[src/rtl/decode_pkg.sv]
// Shared decode definitions: opcode numbers, instruction formats, control bundle and stage states.
package decode_pkg;

    localparam int OP_RTYPE = 0;
    localparam int OP_ADDI  = 1;
    localparam int OP_LW    = 2;
    localparam int OP_SW    = 3;
    localparam int OP_BEQ   = 4;
    localparam int OP_JMP   = 5;

    localparam logic [1:0] TIPO_R = 2'b00;
    localparam logic [1:0] TIPO_I = 2'b01;
    localparam logic [1:0] TIPO_B = 2'b10;
    localparam logic [1:0] TIPO_J = 2'b11;

    // The ALU function is carried beside this struct because its width is a module parameter.
    typedef struct packed {
        logic [1:0] tipo;
        logic       mem_to_reg;
        logic       reg_write;
        logic       rs_source;
        logic       alu_src;
        logic       branch;
        logic       mem_write;
    } ctrl_t;

    typedef enum logic {
        RUN   = 1'b0,
        STALL = 1'b1
    } state_t;

endpackage

[src/rtl/decode_rom.sv]
// Combinational opcode/funct to control-bundle table; unknown opcodes decode as an all-zero NOP.
module decode_rom
    import decode_pkg::*;
#(
    parameter int OPC_W   = 4,
    parameter int FUNCT_W = 3
) (
    input  logic [OPC_W-1:0]   opcode,
    input  logic [FUNCT_W-1:0] functin,
    output ctrl_t              ctrl,
    output logic [FUNCT_W-1:0] functout
);

    always_comb begin
        ctrl     = '0;
        functout = '0;
        case (opcode)
            OPC_W'(OP_RTYPE): begin
                ctrl.tipo      = TIPO_R;
                ctrl.reg_write = 1'b1;
                functout       = functin;
            end
            OPC_W'(OP_ADDI): begin
                ctrl.tipo      = TIPO_I;
                ctrl.alu_src   = 1'b1;
                ctrl.reg_write = 1'b1;
            end
            OPC_W'(OP_LW): begin
                ctrl.tipo       = TIPO_I;
                ctrl.alu_src    = 1'b1;
                ctrl.mem_to_reg = 1'b1;
                ctrl.reg_write  = 1'b1;
            end
            OPC_W'(OP_SW): begin
                ctrl.tipo      = TIPO_I;
                ctrl.alu_src   = 1'b1;
                ctrl.mem_write = 1'b1;
            end
            OPC_W'(OP_BEQ): begin
                ctrl.tipo   = TIPO_B;
                ctrl.branch = 1'b1;
                functout    = FUNCT_W'(1);
            end
            OPC_W'(OP_JMP): begin
                ctrl.tipo      = TIPO_J;
                ctrl.branch    = 1'b1;
                ctrl.rs_source = 1'b1;
            end
            default: begin
            end
        endcase
    end

endmodule

[src/rtl/decode_stage.sv]
// Registered decode stage with valid/ready handshake, load-use interlock, branch flush and stall counter.
// Optional DECODE_ILLEGAL_TRAP_EN adds a registered 'illegal' flag for opcodes above OP_JMP.
module decode_stage
    import decode_pkg::*;
#(
    parameter int OPC_W        = 4,
    parameter int FUNCT_W      = 3,
    parameter int RA_W         = 5,
    parameter int STALL_CYCLES = 1,
    parameter int SCNT_W       = 16
) (
    input  logic               clk,
    input  logic               rst_n,
    input  logic               in_valid,
    output logic               in_ready,
    input  logic [OPC_W-1:0]   opcode,
    input  logic [FUNCT_W-1:0] functin,
    input  logic [RA_W-1:0]    rs,
    input  logic [RA_W-1:0]    rt,
    input  logic [RA_W-1:0]    rd,
    input  logic               flush,
    output logic               out_valid,
    input  logic               out_ready,
    output logic [1:0]         tipo,
    output logic               MemtoReg,
    output logic               RegWrite,
    output logic               rsSource,
    output logic               ALUsrc,
    output logic               Branch,
    output logic               MemWrite,
    output logic [FUNCT_W-1:0] functout,
    output logic [RA_W-1:0]    rs_q,
    output logic [RA_W-1:0]    rt_q,
    output logic [RA_W-1:0]    rd_q,
`ifdef DECODE_ILLEGAL_TRAP_EN
    output logic               illegal,
`endif
    output logic [SCNT_W-1:0]  stall_cnt
);

    state_t             state_q, state_d;
    logic [1:0]         cnt_q, cnt_d;
    logic               ld_pend_q, ld_pend_d;
    logic [RA_W-1:0]    ld_rd_q, ld_rd_d;
    logic [SCNT_W-1:0]  stall_cnt_q, stall_cnt_d, stall_cnt_inc;
    logic               out_valid_q, out_valid_d;
    ctrl_t              ctrl_q, ctrl_d, rom_ctrl;
    logic [FUNCT_W-1:0] functout_q, functout_d, rom_funct;
    logic [RA_W-1:0]    rs_d, rt_d, rd_d;
    logic               hazard, accept;
`ifdef DECODE_ILLEGAL_TRAP_EN
    logic               illegal_q, illegal_d;
`endif

    decode_rom #(
        .OPC_W   (OPC_W),
        .FUNCT_W (FUNCT_W)
    ) u_rom (
        .opcode   (opcode),
        .functin  (functin),
        .ctrl     (rom_ctrl),
        .functout (rom_funct)
    );

    assign hazard        = (state_q == RUN) && in_valid && ld_pend_q && (rs == ld_rd_q || rt == ld_rd_q);
    assign in_ready      = (state_q == RUN) && !flush && !hazard && (!out_valid_q || out_ready);
    assign accept        = in_valid && in_ready;
    assign stall_cnt_inc = (&stall_cnt_q) ? stall_cnt_q : stall_cnt_q + SCNT_W'(1);

    // The hazard cycle itself is the first bubble, so STALL only covers the remaining STALL_CYCLES-1.
    always_comb begin
        state_d     = state_q;
        cnt_d       = cnt_q;
        ld_pend_d   = ld_pend_q;
        ld_rd_d     = ld_rd_q;
        stall_cnt_d = stall_cnt_q;
        out_valid_d = out_valid_q;
        ctrl_d      = ctrl_q;
        functout_d  = functout_q;
        rs_d        = rs_q;
        rt_d        = rt_q;
        rd_d        = rd_q;
`ifdef DECODE_ILLEGAL_TRAP_EN
        illegal_d   = illegal_q;
`endif
        if (flush) begin
            state_d     = RUN;
            cnt_d       = '0;
            ld_pend_d   = 1'b0;
            out_valid_d = 1'b0;
            ctrl_d      = '0;
            functout_d  = '0;
            rs_d        = '0;
            rt_d        = '0;
            rd_d        = '0;
`ifdef DECODE_ILLEGAL_TRAP_EN
            illegal_d   = 1'b0;
`endif
        end else begin
            if (accept) begin
                out_valid_d = 1'b1;
                ctrl_d      = rom_ctrl;
                functout_d  = rom_funct;
                rs_d        = rs;
                rt_d        = rt;
                rd_d        = rd;
                ld_pend_d   = (opcode == OPC_W'(OP_LW)) && (rd != '0);
                ld_rd_d     = rd;
`ifdef DECODE_ILLEGAL_TRAP_EN
                illegal_d   = opcode > OPC_W'(OP_JMP);
`endif
            end else if (out_ready) begin
                out_valid_d = 1'b0;
            end

            case (state_q)
                RUN: begin
                    if (hazard) begin
                        ld_pend_d   = 1'b0;
                        stall_cnt_d = stall_cnt_inc;
                        if (STALL_CYCLES > 1) begin
                            state_d = STALL;
                            cnt_d   = 2'(STALL_CYCLES - 1);
                        end
                    end
                end
                STALL: begin
                    stall_cnt_d = stall_cnt_inc;
                    cnt_d       = cnt_q - 2'd1;
                    if (cnt_q == 2'd1) begin
                        state_d = RUN;
                    end
                end
                default: state_d = RUN;
            endcase
        end
    end

    always_ff @(posedge clk or negedge rst_n) begin
        if (!rst_n) begin
            state_q     <= RUN;
            cnt_q       <= '0;
            ld_pend_q   <= 1'b0;
            ld_rd_q     <= '0;
            stall_cnt_q <= '0;
            out_valid_q <= 1'b0;
            ctrl_q      <= '0;
            functout_q  <= '0;
            rs_q        <= '0;
            rt_q        <= '0;
            rd_q        <= '0;
`ifdef DECODE_ILLEGAL_TRAP_EN
            illegal_q   <= 1'b0;
`endif
        end else begin
            state_q     <= state_d;
            cnt_q       <= cnt_d;
            ld_pend_q   <= ld_pend_d;
            ld_rd_q     <= ld_rd_d;
            stall_cnt_q <= stall_cnt_d;
            out_valid_q <= out_valid_d;
            ctrl_q      <= ctrl_d;
            functout_q  <= functout_d;
            rs_q        <= rs_d;
            rt_q        <= rt_d;
            rd_q        <= rd_d;
`ifdef DECODE_ILLEGAL_TRAP_EN
            illegal_q   <= illegal_d;
`endif
        end
    end

    assign out_valid = out_valid_q;
    assign tipo      = ctrl_q.tipo;
    assign MemtoReg  = ctrl_q.mem_to_reg;
    assign RegWrite  = ctrl_q.reg_write;
    assign rsSource  = ctrl_q.rs_source;
    assign ALUsrc    = ctrl_q.alu_src;
    assign Branch    = ctrl_q.branch;
    assign MemWrite  = ctrl_q.mem_write;
    assign functout  = functout_q;
    assign stall_cnt = stall_cnt_q;
`ifdef DECODE_ILLEGAL_TRAP_EN
    assign illegal   = illegal_q;
`endif

endmodule

[config.mk]
export PLATFORM = sky130hd
export DESIGN_NAME = decode_stage
export DESIGN_NICKNAME = d
export VERILOG_FILES = /design/src/rtl/decode_pkg.sv /design/src/rtl/decode_rom.sv /design/src/rtl/decode_stage.sv
export SDC_FILE = /design/constraint.sdc
export NUM_CORES = 1
export LEC_CHECK = 0
export BUFFER_PORTS_ARGS = -buffer_cell sky130_fd_sc_hd__buf_2
export CORE_ASPECT_RATIO = 0.5
export CORE_MARGIN = 3
export CORE_UTILIZATION = 35
export CTS_CLUSTER_DIAMETER = 60
export DETAILED_ROUTE_END_ITERATION = 8
export SLEW_MARGIN = 20
export SYNTH_ARGS = -nofsm -noshare
export SYNTH_HDL_FRONTEND = slang
export SYNTH_SLANG_ARGS = --single-unit
[constraint.sdc]
create_clock -name clk -period 2.5 [get_ports clk]
set_input_delay 0.5 -clock clk [delete_from_list [all_inputs] [get_ports clk]]
set_output_delay 0.5 -clock clk [all_outputs]
set_load 0.01 [all_outputs]
# Yosys cells after proc, flatten, opt, wreduce, memory -nomap -nowiden
# Cells that the tools add are included.
# W data, S select, Z words.
classes:
  addsub: 2
  eq_ne: 9
  mux: 33
  bitwise: 2
  n_reduce_logical: 24
op_table:
  columns: ["operator", "count"]
  rows:
  - ["$mux W16", 2]
  - ["$pmux W16 S2", 1]
  - ["$mux W5", 6]
  - ["$add A16 B1 Y16 const B", 1]
  - ["$mux W1", 16]
  - ["$mux W8", 2]
  - ["$reduce_and A16 Y1", 1]
  - ["$eq A5 B5 Y1", 2]
  - ["$eq A4 B2 Y1 const B", 2]
  - ["$eq A4 B3 Y1 const B", 2]
  - ["$logic_and A1 B1 Y1", 8]
  - ["$mux W3", 2]
  - ["$pmux W2 S3", 1]
  - ["$pmux W3 S2", 1]
  - ["$reduce_or A3 Y1", 2]
  - ["$reduce_bool A5 Y1", 1]
  - ["$eq A4 B1 Y1 const B", 1]
  - ["$logic_not A4 Y1", 1]
  - ["$mux W2", 2]
  - ["$reduce_and A2 Y1", 2]
  - ["$reduce_bool A2 Y1", 2]
  - ["$logic_not A1 Y1", 3]
  - ["$reduce_bool A3 Y1", 1]
  - ["$eq A2 B1 Y1 const B", 1]
  - ["other kinds (5)", 7]
totals:
  regBits: 52
  input_bits: 27
  output_inout_bits: 44
  wordCells: 87

# Longest topological paths before layout
logic_depth:
  word_depth: 12
  ltp_mapped: 8
  mapped_depth_nobuf: 6

# Cells and area by module
# A second synthesis with hierarchy kept.
hier_totals:
  hier_cells: 222
  area_unflattened_um2: 2725.1
by_module_without_submodules:
  columns: ["mod", "n_inst", "cells_each", "area_per_inst_um2", "seq_area_each_um2"]
  rows:
  - ["decode_stage", 1, 206, 2623.8, 1301.2]
  - ["decode_rom", 1, 16, 101.3, 0.0]

# Least setup slack after synthesis
# OpenSTA, ideal clock, no wires.
synth_timing:
  path_type: "register to register"
  start: "register stall_cnt_q[0] (netlist: stall_cnt[0])"
  end: "register stall_cnt_q[1] (netlist: stall_cnt[1])"
  setup_time_ps: 128
  arrival_ps: 1912
  t_required_ps: 2372
  slack_ps: 460
  path_stages_with_launch: 7
  path_buffers: 0
  period_less_slack_ps: 2040
  cell_sequence: "dfrtp_1 > ha_1 > nand3_2 > or4_4 > o21ai_2 > or2_4 > mux2_1"
synth_via:
  elab_chain_cells: 4
  elab_cells_between_ends: 5
  classes_between: "add/sub (1); mux (3); reduce/logical (1)"
synth_lines:
  columns: ["element", "line", "rtl"]
  rows:
  - ["from (decl)", "decode_stage.sv:45", "logic [SCNT_W-1:0] stall_cnt_q, stall_cnt_d, stall_cnt_inc;"]
  - ["from (signal assigned)", "decode_stage.sv:160", "stall_cnt_q <= stall_cnt_d;"]
  - ["$add A16 B1 Y16 / $reduce_and A16 Y1 (equally long branches)", "decode_stage.sv:68", "assign stall_cnt_inc = (&stall_cnt_q) ? stall_cnt_q : stall_cnt_q + SCNT_W'(1);"]
  - ["$mux W16 *", "decode_stage.sv:68", null]
  - ["$mux W16", "decode_stage.sv:118", "if (hazard) begin"]
  - ["$pmux W16 S2 *", "decode_stage.sv:116", "case (state_q)"]
# Mark *: on every way between the ends. The rest lies on a longest branch, timed or not. The select of a mux whose other input is x is not followed.
# A chain may end at the register's enable or synchronous reset.

# Final worst setup path
layout_timing:
  start: "register state_q"
  end: "output in_ready"
layout_via:
  elab_chain_cells: 7
  elab_cells_between_ends: 8
  classes_between: "bitwise (1); reduce/logical (7)"
layout_lines:
  columns: ["element", "line", "rtl"]
  rows:
  - ["from (decl)", "decode_stage.sv:41", "state_t state_q, state_d;"]
  - ["from (signal assigned)", "decode_stage.sv:156", "state_q <= state_d;"]
  - ["$not A1 Y1 *", null, null]
  - ["$logic_and A1 B1 Y1 (3 in a row)", "decode_stage.sv:65", "assign hazard = (state_q == RUN) && in_valid && ld_pend_q && (rs == ld_rd_q || rt == ld_rd_q);"]
  - ["$logic_not A1 Y1", "decode_stage.sv:66", "assign in_ready = (state_q == RUN) && !flush && !hazard && (!out_valid_q || out_ready);"]
  - ["$logic_and A1 B1 Y1 * (2 in a row)", "decode_stage.sv:66", null]
  - ["to (decl)", "decode_stage.sv:15", "output logic in_ready,"]
# Mark *: on every way between the ends. The rest lies on a longest branch, timed or not.

==> qor.csv <==
metric,value,unit
netlist.area_leader.share,47.4,%
dieArea,9010,um^2
syn_area_per_cell,12.2,um^2
cts_max_path_buffers,2,
relSlewSlack,60.2,%
dp_hpwl,4.53,mm
cap_violations,0,
antenna_cells,0,
peakVddDrop,0.343,mV
stdcell_area,3380,um^2
min_period_over_period,89.5,%
startpoint_type,register,
core.rowCount,22,
firstDrtPassIters,4,
clkLatencyLatePin,0.29,ns
clockRootBuffer,clkbuf_16,
hp-class,primary input to async pin,
drc,0,
p_sw,0.482,mW
areaGrowthSynthToFinish,23.1,%
antenna_found_initial,0,
overflow,0,
synth_flop_cell,dfrtp_1,
worst_slew_pin_slew,0.597,ns
die_h,68.6,um
skew,0.0119,ns
layout-drive-gt1-share,41.6,%
via_per_inst,4.68,
p_per_area,558,nW/um^2
synthCells,225,
pin_count,71,
path_clk_slew,0.07,ns
multiInputGateArea,1350,um^2
hold_viol,0,
holdWs,0.209,ns
crit_start,state_q,
drtAntennaViolNets,0,
arrival,1.74,ns
sw_frac_of_total,25.5,%
fin_crit,2.24,ns
grt_pass1_wl,9.72,mm
cts.sinks,52,
r2r-start,stall_cnt[0],
grtUsageTotal,13.4,%
cts_tree,done,
nFillCells,697,
fp.coreArea,7460,um^2
dpl_cell_area,3240,um^2
grt_pass1_vias,1969,
pwr-share-clk,36.5,%
grt_max_degree,27,
r2r_cells,6,
p_seq_share,48.9,%
drv_slew,0,
total_leakage_power,1.74,nW
place_congestion,0.749,
finalPower,1.89,mW
synth_edf_count,0,
layout_common_cells,"70 x buf_2, 52 x dfrtp_1, 21 x nand2_1",
rsz0062_at_grt,false,
die_x,131,um
worstReg2RegEnd,stall_cnt[1],
final.setup.tns,0,ns
wire_per_inst,14.5,um
p_int,1.41,mW
cts_hold_buf,0,
end_kind,output port,
critPathKind,register to output port,
synthesis.area,2750,um^2
ys_ff_latch,52,
vias,1922,
setup_violations,0,
post_cts_resized,0,
comb_power_share,14.6,%
worst-path-max-fanout,6,
initial_utilization,36.8,%
numPortBuffers,70,
worstPathRequired,2.00,ns
synth-async-reset-ratio,100,%
drt_iter0_drc,69,
seqCellArea,1300,um^2
post_cts_buffers,0,
r2r_slack,0.38,ns
synth_area_leaders,"dfrtp_1 47%, mux2_4 11%, nor2b_1 4.1%, mux2i_1 4.0%, xnor2_1 3.8%",
synth.distinct_cells,40,
status,"complete, no violations",
final_common_cell,buf_2,
htreeDepth,2,
fmax,447,MHz
synth_nets,254,
synth_area_leader_cell,dfrtp_1,
yosysWarnings,0,
drt-total-wl,5.95,mm
fin_nets,331,
seq_area_frac_synth,47.4,%
cts_buffers,5,
## sequential cells by signal (all words and copies together), names as in the netlist, 2 cells and up
signal     cells
cnt_q          2
functout       3
ld_rd_q        5
rd_q           5
rs_q           5
rt_q           5
stall_cnt     16
tipo           2
## worst max-delay path: stages (launching register included)
cell,delay [ns]
dfrtp_1,0.46
and3b_1,0.22
nand2_1,0.10
o221ai_1,0.14
buf_4,0.17
nor3_1,0.18
buf_2,0.17
## cell type report
class	instances	share of cell area (%)
sequential	52	38.5
timing repair buffer	80	13.0
tap	108	4.00
inverter	4	0.444
multi-input combinational	159	39.8
clock inverter	2	0.481
clock buffer	6	3.81
## cells by family after synthesis
family	count (synthesis)	synth area share, %
compound gates	12	3.60
flops	52	47.4
xor+xnor	24	7.65
buf+inv	14	3.69
simple gates	86	20.2
mux	35	16.6
fa+ha+maj	2	0.911
## stage by stage
stage,utilization [%],std cells,setup WS [ns]
2_1_floorplan,-,225,0.460
3_3_place_gp,43.4,403,0.381
3_5_place_dp,43.4,403,0.289
4_1_cts,45.3,411,0.210
5_1_grt,45.3,411,0.0698
6_report,45.3,411,0.263
## cells in the mapped netlist (all sizes together) (5+ instances only)
library cell and n:
dfrtp 52, mux2 24, nand2 21, nor2b 18
xnor2 12, xor2 12, mux2i 11, nor2 10
nand3 8, nor3 8, buf 7, nand4 5
nor3b 5
## layer usage
layer | wire length (um) | GRT usage [%] | vias to the layer above | share of wire, %
li1 | - | - | 931 | -
met1 | 2920 | 17.9 | 957 | 49
met2 | 2780 | 22.6 | 30 | 47
met3 | 203 | 3.04 | 4 | 3.4
met4 | 50 | 3.53 | 0 | 0.84
met5 | 0 | 0 | - | 0
## power groups by stage
stage	combinational, mW	sequential [mW]	clock (mW)
final	0.275	0.923	0.690
after global routing	0.300	0.930	0.741
after CTS	0.279	0.924	0.706
after detailed placement	0.279	0.939	0
after global placement	0.272	0.938	0
after floorplan	0.157	0.945	0
## worst max path at each step
stage               endpoint  slack [ns]  cells after the start
2_1_floorplan   stall_cnt[1]        0.46                      6
3_3_place_gp   stall_cnt[15]        0.38                      6
3_5_place_dp         rt_q[0]        0.29                      7
4_1_cts             in_ready        0.21                      6
5_1_grt             in_ready        0.07                      6
6_report            in_ready        0.26                      6
No activity file was read; power rests on OpenSTA's default activity.
